File: config.mk
export PLATFORM = sky130hd
export DESIGN_NAME = sprite_fetch_sched_flat
export DESIGN_NICKNAME = d
export VERILOG_FILES = /design/src/rtl/sprite_fetch_sched_if.sv /design/src/rtl/sprite_fetch_sched.sv /design/src/flat_wrapper.sv
export SDC_FILE = /design/constraint.sdc
export NUM_CORES = 1
export LEC_CHECK = 0
export ABC_CLOCK_PERIOD_IN_PS = 4590
export BUFFER_PORTS_ARGS = -buffer_cell sky130_fd_sc_hd__buf_2
export CAP_MARGIN = 20
export CORE_MARGIN = 2
export CORE_UTILIZATION = 35
export CTS_CLUSTER_DIAMETER = 100
export DETAILED_ROUTE_END_ITERATION = 16
export PLACE_DENSITY_LB_ADDON = 0.15
export SYNTH_ARGS = -nofsm -noshare
export SYNTH_HDL_FRONTEND = slang
export SYNTH_SLANG_ARGS = --single-unit
File: constraint.sdc
create_clock -name clk -period 4.59 [get_ports clk]
set_clock_uncertainty 0.2 [all_clocks]
set_input_delay 0.918 -clock clk [delete_from_list [all_inputs] [get_ports clk]]
set_output_delay 0.918 -clock clk [all_outputs]
set_load 0.03 [all_outputs]
File: src/rtl/sprite_fetch_sched_if.sv
// Bundles the pixel stream, sprite ROM, compositor output and collision-query signals
// of sprite_fetch_sched; master drives pixels/ROM data/queries, slave is the scheduler.
interface sprite_fetch_sched_if;
  logic       pix_valid;
  logic [9:0] draw_x;
  logic [9:0] draw_y;
  logic [9:0] mario_x;
  logic [9:0] mario_y;
  logic [9:0] block_x;
  logic [9:0] block_y;
  logic [9:0] coin_x;
  logic [9:0] coin_y;
  logic       coin_en;
  logic [9:0] mario_addr;
  logic [9:0] block_addr;
  logic [9:0] coin_addr;
  logic [2:0] mario_q;
  logic [1:0] block_q;
  logic [1:0] coin_q;
  logic       out_valid;
  logic [1:0] out_layer;
  logic [2:0] out_color;
  logic       q_req;
  logic [9:0] q_x;
  logic [9:0] q_y;
  logic       q_gnt;
  logic       q_done;
  logic       q_hit;

  modport master (
    output pix_valid, draw_x, draw_y, mario_x, mario_y, block_x, block_y, coin_x, coin_y,
    output coin_en, mario_q, block_q, coin_q, q_req, q_x, q_y,
    input  mario_addr, block_addr, coin_addr, out_valid, out_layer, out_color,
    input  q_gnt, q_done, q_hit
  );

  modport slave (
    input  pix_valid, draw_x, draw_y, mario_x, mario_y, block_x, block_y, coin_x, coin_y,
    input  coin_en, mario_q, block_q, coin_q, q_req, q_x, q_y,
    output mario_addr, block_addr, coin_addr, out_valid, out_layer, out_color,
    output q_gnt, q_done, q_hit
  );
endinterface

File: src/rtl/sprite_fetch_sched.sv
// Per-pixel sprite ROM fetch, three-layer compositor and idle-slot block-ROM query port.
// The coin layer is compiled in only when SPRITE_COIN_EN is defined.
module sprite_fetch_sched #(
  parameter int unsigned MARIO_W = 26,
  parameter int unsigned MARIO_H = 32,
  parameter int unsigned BLOCK_W = 32,
  parameter int unsigned BLOCK_H = 32,
  parameter int unsigned COIN_W  = 28,
  parameter int unsigned COIN_H  = 32
) (
  input logic                 clk,
  input logic                 reset_n,
  sprite_fetch_sched_if.slave bus
);

  typedef enum logic [1:0] {StIdle, StIssue, StWait} state_e;

  localparam logic [10:0] MarioW = 11'(MARIO_W);
  localparam logic [10:0] MarioH = 11'(MARIO_H);
  localparam logic [10:0] BlockW = 11'(BLOCK_W);
  localparam logic [10:0] BlockH = 11'(BLOCK_H);

  // 11-bit compares so objects near the right/bottom edge never wrap back to 0.
  function automatic logic obj_hit(input logic [9:0] px, input logic [9:0] py,
                                   input logic [9:0] ox, input logic [9:0] oy,
                                   input logic [10:0] w, input logic [10:0] h);
    logic [10:0] x, y, x0, y0;
    x  = {1'b0, px};
    y  = {1'b0, py};
    x0 = {1'b0, ox};
    y0 = {1'b0, oy};
    return (x >= x0) && (x < x0 + w) && (y >= y0) && (y < y0 + h);
  endfunction

  function automatic logic [9:0] obj_addr(input logic [9:0] px, input logic [9:0] py,
                                          input logic [9:0] ox, input logic [9:0] oy,
                                          input logic [9:0] w);
    logic [9:0] dx, dy, prod;
    dx   = px - ox;
    dy   = py - oy;
    prod = dy * w;
    return prod + dx;
  endfunction

  // S0: hit tests and address generation
  logic       m_hit, b_hit, qry_hit;
  logic [9:0] m_addr, b_addr, qry_addr;

  always_comb begin
    m_hit    = obj_hit(bus.draw_x, bus.draw_y, bus.mario_x, bus.mario_y, MarioW, MarioH);
    m_addr   = m_hit ? obj_addr(bus.draw_x, bus.draw_y, bus.mario_x, bus.mario_y,
                                MarioW[9:0]) : '0;
    b_hit    = obj_hit(bus.draw_x, bus.draw_y, bus.block_x, bus.block_y, BlockW, BlockH);
    b_addr   = b_hit ? obj_addr(bus.draw_x, bus.draw_y, bus.block_x, bus.block_y,
                                BlockW[9:0]) : '0;
    qry_hit  = obj_hit(bus.q_x, bus.q_y, bus.block_x, bus.block_y, BlockW, BlockH);
    qry_addr = qry_hit ? obj_addr(bus.q_x, bus.q_y, bus.block_x, bus.block_y,
                                  BlockW[9:0]) : '0;
  end

  // Query FSM state and result registers
  state_e state_q, state_d;
  logic   qry_hit_q, res_pend_q, res_hit_q, q_done_q, q_hit_q;
  logic   accept;

  // A result still in flight blocks re-acceptance until the edge after q_done.
  assign accept = (state_q == StIdle) && bus.q_req && !bus.pix_valid && !res_pend_q;

  // S1/S2 pixel pipeline
  logic       v1_q, mh1_q, bh1_q, v2_q, mh2_q, bh2_q;
  logic [9:0] mario_addr_q, block_addr_q;

  always_ff @(posedge clk or negedge reset_n) begin
    if (!reset_n) begin
      v1_q         <= 1'b0;
      mh1_q        <= 1'b0;
      bh1_q        <= 1'b0;
      v2_q         <= 1'b0;
      mh2_q        <= 1'b0;
      bh2_q        <= 1'b0;
      mario_addr_q <= '0;
      block_addr_q <= '0;
    end else begin
      v1_q  <= bus.pix_valid;
      mh1_q <= bus.pix_valid & m_hit;
      bh1_q <= bus.pix_valid & b_hit;
      v2_q  <= v1_q;
      mh2_q <= mh1_q;
      bh2_q <= bh1_q;
      if (bus.pix_valid) begin
        mario_addr_q <= m_addr;
      end
      if (accept) begin
        block_addr_q <= qry_addr;
      end else if (bus.pix_valid) begin
        block_addr_q <= b_addr;
      end
    end
  end

`ifdef SPRITE_COIN_EN
  localparam logic [10:0] CoinW = 11'(COIN_W);
  localparam logic [10:0] CoinH = 11'(COIN_H);

  logic       c_hit, ch1_q, ch2_q;
  logic [9:0] c_addr, coin_addr_q;

  always_comb begin
    c_hit  = bus.coin_en && obj_hit(bus.draw_x, bus.draw_y, bus.coin_x, bus.coin_y,
                                    CoinW, CoinH);
    c_addr = c_hit ? obj_addr(bus.draw_x, bus.draw_y, bus.coin_x, bus.coin_y,
                              CoinW[9:0]) : '0;
  end

  always_ff @(posedge clk or negedge reset_n) begin
    if (!reset_n) begin
      ch1_q       <= 1'b0;
      ch2_q       <= 1'b0;
      coin_addr_q <= '0;
    end else begin
      ch1_q <= bus.pix_valid & c_hit;
      ch2_q <= ch1_q;
      if (bus.pix_valid) begin
        coin_addr_q <= c_addr;
      end
    end
  end

  assign bus.coin_addr = coin_addr_q;
`else
  logic unused_coin;
  assign unused_coin   = ^{bus.coin_q, bus.coin_en, bus.coin_x, bus.coin_y,
                           11'(COIN_W), 11'(COIN_H)};
  assign bus.coin_addr = '0;
`endif

  // Compositor: Mario > coin > block > background, ROM value 0 is transparent
  logic       out_valid_q;
  logic [1:0] layer_d, out_layer_q;
  logic [2:0] color_d, out_color_q;

  always_comb begin
    layer_d = 2'd0;
    color_d = 3'd0;
    if (v2_q) begin
      if (mh2_q && (bus.mario_q != 3'd0)) begin
        layer_d = 2'd3;
        color_d = bus.mario_q;
      end
`ifdef SPRITE_COIN_EN
      else if (ch2_q && (bus.coin_q != 2'd0)) begin
        layer_d = 2'd2;
        color_d = {1'b0, bus.coin_q};
      end
`endif
      else if (bh2_q && (bus.block_q != 2'd0)) begin
        layer_d = 2'd1;
        color_d = {1'b0, bus.block_q};
      end
    end
  end

  always_ff @(posedge clk or negedge reset_n) begin
    if (!reset_n) begin
      out_valid_q <= 1'b0;
      out_layer_q <= 2'd0;
      out_color_q <= 3'd0;
    end else begin
      out_valid_q <= v2_q;
      out_layer_q <= layer_d;
      out_color_q <= color_d;
    end
  end

  // Query FSM: state register / next state / outputs
  always_ff @(posedge clk or negedge reset_n) begin
    if (!reset_n) begin
      state_q <= StIdle;
    end else begin
      state_q <= state_d;
    end
  end

  always_comb begin
    state_d = state_q;
    unique case (state_q)
      StIdle:  if (accept) state_d = StIssue;
      StIssue: state_d = StWait;
      StWait:  state_d = StIdle;
      default: state_d = StIdle;
    endcase
  end

  always_comb begin
    bus.q_gnt = (state_q == StIssue);
  end

  // Block ROM returns the query word during WAIT; result surfaces one cycle after IDLE.
  always_ff @(posedge clk or negedge reset_n) begin
    if (!reset_n) begin
      qry_hit_q  <= 1'b0;
      res_pend_q <= 1'b0;
      res_hit_q  <= 1'b0;
      q_done_q   <= 1'b0;
      q_hit_q    <= 1'b0;
    end else begin
      if (accept) begin
        qry_hit_q <= qry_hit;
      end
      res_pend_q <= (state_q == StWait);
      if (state_q == StWait) begin
        res_hit_q <= qry_hit_q && (bus.block_q != 2'd0);
      end
      q_done_q <= res_pend_q;
      q_hit_q  <= res_pend_q & res_hit_q;
    end
  end

  assign bus.mario_addr = mario_addr_q;
  assign bus.block_addr = block_addr_q;
  assign bus.out_valid  = out_valid_q;
  assign bus.out_layer  = out_layer_q;
  assign bus.out_color  = out_color_q;
  assign bus.q_done     = q_done_q;
  assign bus.q_hit      = q_hit_q;

endmodule

File: src/flat_wrapper.sv
// flat-port wrapper written by rule: the top's interface ports become plain ports
module sprite_fetch_sched_flat 
#(
  parameter int unsigned MARIO_W = 26,
  parameter int unsigned MARIO_H = 32,
  parameter int unsigned BLOCK_W = 32,
  parameter int unsigned BLOCK_H = 32,
  parameter int unsigned COIN_W  = 28,
  parameter int unsigned COIN_H  = 32
)
  (clk, reset_n, bus_pix_valid, bus_draw_x, bus_draw_y, bus_mario_x, bus_mario_y, bus_block_x, bus_block_y, bus_coin_x, bus_coin_y, bus_coin_en, bus_mario_q, bus_block_q, bus_coin_q, bus_q_req, bus_q_x, bus_q_y, bus_mario_addr, bus_block_addr, bus_coin_addr, bus_out_valid, bus_out_layer, bus_out_color, bus_q_gnt, bus_q_done, bus_q_hit);
  sprite_fetch_sched_if bus_i ();
  input logic clk;
  input logic reset_n;
  input wire logic [$bits(bus_i.pix_valid)-1:0] bus_pix_valid;
  input wire logic [$bits(bus_i.draw_x)-1:0] bus_draw_x;
  input wire logic [$bits(bus_i.draw_y)-1:0] bus_draw_y;
  input wire logic [$bits(bus_i.mario_x)-1:0] bus_mario_x;
  input wire logic [$bits(bus_i.mario_y)-1:0] bus_mario_y;
  input wire logic [$bits(bus_i.block_x)-1:0] bus_block_x;
  input wire logic [$bits(bus_i.block_y)-1:0] bus_block_y;
  input wire logic [$bits(bus_i.coin_x)-1:0] bus_coin_x;
  input wire logic [$bits(bus_i.coin_y)-1:0] bus_coin_y;
  input wire logic [$bits(bus_i.coin_en)-1:0] bus_coin_en;
  input wire logic [$bits(bus_i.mario_q)-1:0] bus_mario_q;
  input wire logic [$bits(bus_i.block_q)-1:0] bus_block_q;
  input wire logic [$bits(bus_i.coin_q)-1:0] bus_coin_q;
  input wire logic [$bits(bus_i.q_req)-1:0] bus_q_req;
  input wire logic [$bits(bus_i.q_x)-1:0] bus_q_x;
  input wire logic [$bits(bus_i.q_y)-1:0] bus_q_y;
  output wire logic [$bits(bus_i.mario_addr)-1:0] bus_mario_addr;
  output wire logic [$bits(bus_i.block_addr)-1:0] bus_block_addr;
  output wire logic [$bits(bus_i.coin_addr)-1:0] bus_coin_addr;
  output wire logic [$bits(bus_i.out_valid)-1:0] bus_out_valid;
  output wire logic [$bits(bus_i.out_layer)-1:0] bus_out_layer;
  output wire logic [$bits(bus_i.out_color)-1:0] bus_out_color;
  output wire logic [$bits(bus_i.q_gnt)-1:0] bus_q_gnt;
  output wire logic [$bits(bus_i.q_done)-1:0] bus_q_done;
  output wire logic [$bits(bus_i.q_hit)-1:0] bus_q_hit;
  assign bus_i.pix_valid = bus_pix_valid;
  assign bus_i.draw_x = bus_draw_x;
  assign bus_i.draw_y = bus_draw_y;
  assign bus_i.mario_x = bus_mario_x;
  assign bus_i.mario_y = bus_mario_y;
  assign bus_i.block_x = bus_block_x;
  assign bus_i.block_y = bus_block_y;
  assign bus_i.coin_x = bus_coin_x;
  assign bus_i.coin_y = bus_coin_y;
  assign bus_i.coin_en = bus_coin_en;
  assign bus_i.mario_q = bus_mario_q;
  assign bus_i.block_q = bus_block_q;
  assign bus_i.coin_q = bus_coin_q;
  assign bus_i.q_req = bus_q_req;
  assign bus_i.q_x = bus_q_x;
  assign bus_i.q_y = bus_q_y;
  assign bus_mario_addr = bus_i.mario_addr;
  assign bus_block_addr = bus_i.block_addr;
  assign bus_coin_addr = bus_i.coin_addr;
  assign bus_out_valid = bus_i.out_valid;
  assign bus_out_layer = bus_i.out_layer;
  assign bus_out_color = bus_i.out_color;
  assign bus_q_gnt = bus_i.q_gnt;
  assign bus_q_done = bus_i.q_done;
  assign bus_q_hit = bus_i.q_hit;
  sprite_fetch_sched #(.MARIO_W(MARIO_W), .MARIO_H(MARIO_H), .BLOCK_W(BLOCK_W), .BLOCK_H(BLOCK_H), .COIN_W(COIN_W), .COIN_H(COIN_H)) u_core (.clk(clk), .reset_n(reset_n), .bus(bus_i));
endmodule
Word-level counts from Yosys, hierarchy flattened
Index checks and enable logic that the tools add are counted.
- register bits: 39
- output and inout port bits: 39
- logic and storage cells: 83
- add/subtract/negate cells: 13
- $mul: 1
- $lt $le $gt $ge: 12
- equality and inequality tests: 3
- mux-type cells: 13
- bitwise logic cells: 3
- reduce and logical (&&, ||, !) cells: 21
- operator list (kind ; number):
    10-bit by 11-bit less-than comparator with 1-bit output ; 6
    10-bit greater-or-equal comparator ; 6
    10-bit two-way mux ; 5
    10-bit subtractor ; 4
    10-bit by 6-bit adder with 11-bit output, second input constant ; 3
    10-bit adder ; 3
    1-bit logical AND ; 15
    10-bit by 5-bit adder with 11-bit output, second input constant ; 1
    10-bit by 4-bit multiplier with 9-bit output, second input constant ; 1
    5-bit subtractor ; 2
    2-bit two-way mux ; 4
    3-bit two-way mux ; 2
    2-bit one-hot mux with 2 select lines ; 1
    2-bit nonzero test ; 2
    1-bit bitwise AND ; 3
    3-bit nonzero test ; 1
    2-bit by 1-bit == test with 1-bit output, second input constant ; 1
    2-bit == test, second input constant ; 1
    1-bit zero test ; 2
    2-bit zero test ; 1
    2-bit by 1-bit != test with 1-bit output, second input constant ; 1
    1-bit two-way mux ; 1

Depth between registers and ports, before layout
- depth in word-level cells: 8
- depth in mapped cells: 21
- depth with buffers taken out: 21

Worst setup path before layout
Ideal clock, no wire load.
- path type: input to register
- start point: in bus_draw_y[0]
- end point: reg u_core.mario_addr_q[9] (netlist: u_core.bus.mario_addr[9])
- library setup time: 0.121 ns
- data arrival time: 4.883 ns
- data required time: 4.269 ns
- path slack: -0.614 ns
- cell stages on the path: 20
- path through: inv_1 ha_1 fa_1 nand2b_1 o2bb2ai_1 xnor2_1 ha_1 inv_1 fa_1 inv_1 ha_1 a21oi_1 xnor2_1 fa_1 xnor2_1 xnor2_1 xnor2_1 xnor3_1 xnor2_1 a22o_1
- longest elaborated chain between the ends: 4
- RTL lines (item ; line ; RTL):
    start, declared ; flat_wrapper.sv:17 ; input wire logic [$bits(bus_i.draw_y)-1:0] bus_draw_y;
    10-bit subtractor or 10-bit greater-or-equal comparator (tied branches) ; sprite_fetch_sched.sv:40, sprite_fetch_sched.sv:32 ;
    10-bit by 4-bit multiplier with 9-bit output or 1-bit logical AND (tied branches) ; sprite_fetch_sched.sv:41, sprite_fetch_sched.sv:32 ;
    10-bit adder or 1-bit logical AND (tied branches) ; sprite_fetch_sched.sv:42, sprite_fetch_sched.sv:32 ;
    10-bit two-way mux * ; sprite_fetch_sched.sv:51 ; m_addr = m_hit ? obj_addr(bus.draw_x, bus.draw_y, bus.mario_x, bus.mario_y,
    end signal, assigned ; sprite_fetch_sched.sv:91 ; mario_addr_q <= m_addr;
    end, declared ; sprite_fetch_sched.sv:71 ; logic [9:0] mario_addr_q, block_addr_q;
Mark *: on every way between the ends. The rest lies on a longest branch, timed or not.
A chain may end at the register's enable or synchronous reset.

Final worst setup path
Ends and elaborated chain as after synthesis.

==> impl_metrics.toml <==
[synthesis]
seq_area_frac_synth = 0.1581
synth_area_leader_cell = "ha_1"
netlist_instances = 686
synth-edff-count = 0
ys_async_sr_fraction = 1.000
yosysWarnings = 0
ys.flop_type = "dfrtp_1"
ys_ff_latch = 39
netlist_top_cells_area = "ha_1, dfrtp_1, fa_1"
syn_area_per_cell_sq_um = 8.999
syn-cell-area_sq_um = 6173
synth.distinct_cells = 57
synth.top_cell.area_share = 0.2716

[final_layout]
layout-drive-gt1-share = 0.2735
utilization = 0.4562
num-nets-final = 1133
layout_commonest_cell = "ha_1"
flow.area_growth_from_synthesis_pct = 27.83
final_cell_mix = "ha_1, buf_2, inv_1"
antenna_cells = 0

[placement]
io_buffer_count = 117
routabilityCongestion = 0.8630
place_hpwl_mm = 13.97
place_ws_ps = -761.5

[timing]
rsz0062_at_grt = "yes"
post-route-period-util = 1.064
hold_viol = 0
fmax_mhz = 204.7
finalSetupViolCount = 3
tightestPinTransition_ps = 876.3
setup_ws_ps = -296.0
relSlewSlack = 0.4158
final.min_clock_period_ps = 4886
finalMaxSlewViolations = 0

[power_and_ir_drop]
p_leak_nw = 4.070
cellPowerDensity_nw_per_um2 = 436.4
p_total_mw = 3.443
vdd_ir_drop_max_mv = 0.3472

[drt]
wl_mm = 16.03
drtIter0Drc = 174
vias = 5228
drt.antenna.violating_nets = 0
drt_pre_antenna_iters = 4
drc = 0
detail_route.vias_per_cell = 4.854
wl_per_cell_um = 14.88

[critical_path]
required_ps = 4560
crit_type = "input port to flop"
reg2reg_setup_slack_ps = 2400
cp_max_fo = 3
arrival_ps = 4860
reg2reg_to = "u_core.bus.block_addr[0]$_DFFE_PN0P_"
rr_worst_depth = 6
cp-start-kind = "input port"
r2r_start = "u_core.state_q[1]$_DFFE_PN0P_"
cp-end-kind = "flop"

[job]
cap_violations = 0

[clock_network]
cts.clk_slew.worst_paths_ps = 50
cts_tree = "done"
clockBufferDepth = 2
cts_buffers = 5
clock_latency_ps = 280
clock_sinks = 39
h-tree-depth = 2
cts_root_buffer = "clkbuf_16"
ctsHoldBuffers = 0

[grt]
grt_pass1_vias = 5442
grt_max_degree = 40
grt_antenna_before_repair = 0
grt_overflow = 0
grt_pass1_wl_mm = 26.35
grt_usage = 0.1766

[floorplanning]
die_h_um = 136.8
dieArea_sq_um = 18720
io_pins = 151
row_count = 48
core_area_sq_um = 17300
start_util = 0.3569
dieWidth_um = 136.8

[status]
failed_checks = "setup timing"
outcome = "finished with violations"

[hold_path]
min_delay_path_depth = 0
hold_start = "u_core.v1_q$_DFF_PN0_"
whs_endpoint = "u_core.v2_q$_DFF_PN0_"
min_path_type = "flop to flop"
worst max-delay path, stage by stage:
cell	delay, ps
buf_8	90
inv_12	30
ha_4	150
fa_2	370
nand2b_4	170
o2bb2ai_4	160
xnor2_4	150
ha_1	280
inv_1	50
fa_1	510
inv_2	50
ha_4	280
a21oi_4	60
xnor2_2	140
fa_2	370
xnor2_2	150
xnor2_2	140
xnor2_1	180
xnor3_1	260
xnor2_1	140
a22o_1	200
synth_stat cells, drive strengths merged, types with 9 or more instances:
cell type / instances
ha: 134
inv: 118
a21oi: 47
xnor2: 48
a22oi: 9
fa: 35
o21bai: 11
dfrtp: 39
a21o: 13
o21a: 9
nor3: 12
xor2: 15
nor2: 26
nand2: 28
nor2b: 10
a22o: 10
nand3: 16
o21ai: 35
buf: 11
how the worst max path moves through the flow:
stage,start,endpoint,cells after the start
finish,bus_draw_y[0],u_core.bus.mario_addr[9]$_DFFE_PN0P_,21
global route,bus_mario_y[1],u_core.bus.mario_addr[9]$_DFFE_PN0P_,22
CTS,bus_draw_y[0],u_core.bus.mario_addr[9]$_DFFE_PN0P_,21
detailed placement,bus_draw_y[0],u_core.bus.mario_addr[9]$_DFFE_PN0P_,21
global placement,bus_draw_y[0],u_core.bus.mario_addr[9]$_DFFE_PN0P_,21
floorplan,bus_draw_y[0],u_core.bus.mario_addr[9]$_DFFE_PN0P_,20
timing repair:
item / CTS / global route
setup buffers: 3 / 2
endpoints found under the setup margin: 4 / 4
pin swaps: 30 / 23
resized for setup: 30 / 23
routing by layer:
layer,track usage,part of all wire
met1,0.2340,0.46
met5,0,0
met4,0.04926,0.017
met3,0.01259,0.043
met2,0.3097,0.48
power breakdown:
part / internal [mW] / switching (mW) / total (mW)
clock network: 0.212 / 0.130 / 0.342
logic: 1.44 / 1.27 / 2.71
registers: 0.375 / 0.0164 / 0.391
total: 2.03 / 1.42 / 3.44
cell type report:
class | count | area (sq um)
clock buffers | 6 | 138.9
clock inverters | 1 | 5.005
fillers | 1737 | 9405
inverters | 119 | 461.7
multi-input cells | 526 | 5050
flip-flops and latches | 39 | 975.9
well taps | 225 | 281.5
repair buffers | 161 | 978.4
cell families (layout without fill, tap and decap cells):
logic type,count (synthesis),in the layout,share of synthesized area
AND/OR/NAND/NOR,116,116,0.09708
adder cells (fa/ha/maj),169,169,0.3851
buffers and inverters,130,287,0.08532
AO/OA/AOI/OAI,166,166,0.1767
XOR/XNOR,64,64,0.09546
multiplexers,1,1,0.001621
other,1,10,0.0006074
flip-flops,39,39,0.1581
registers in the layout (all words and copies together), names as in the netlist:
register / cells
u_core.bh1_q: 1
u_core.res_pend_q: 1
u_core.bus.q_hit: 1
u_core.v2_q: 1
u_core.mh1_q: 1
u_core.bus.mario_addr: 10
u_core.state_q: 2
u_core.bus.block_addr: 10
u_core.bus.q_done: 1
u_core.qry_hit_q: 1
u_core.bus.out_layer: 2
u_core.res_hit_q: 1
u_core.bus.out_color: 3
u_core.v1_q: 1
u_core.bh2_q: 1
u_core.bus.out_valid: 1
u_core.mh2_q: 1
stage by stage:
step                      hold WS [ps]  TNS [ps]  instance area [sq um]  std cells
final                            146.2    -504.3                   7891       1077
after global routing             155.6    -983.2                   7891       1077
after CTS                        146.6    -694.5                   7790       1077
after detailed placement         134.7     -2684                   7481       1067
after global placement           132.2     -2436                   7481       1067
after floorplan                  131.2    -721.8                   6386        695
No activity file was read; power rests on OpenSTA's default activity.
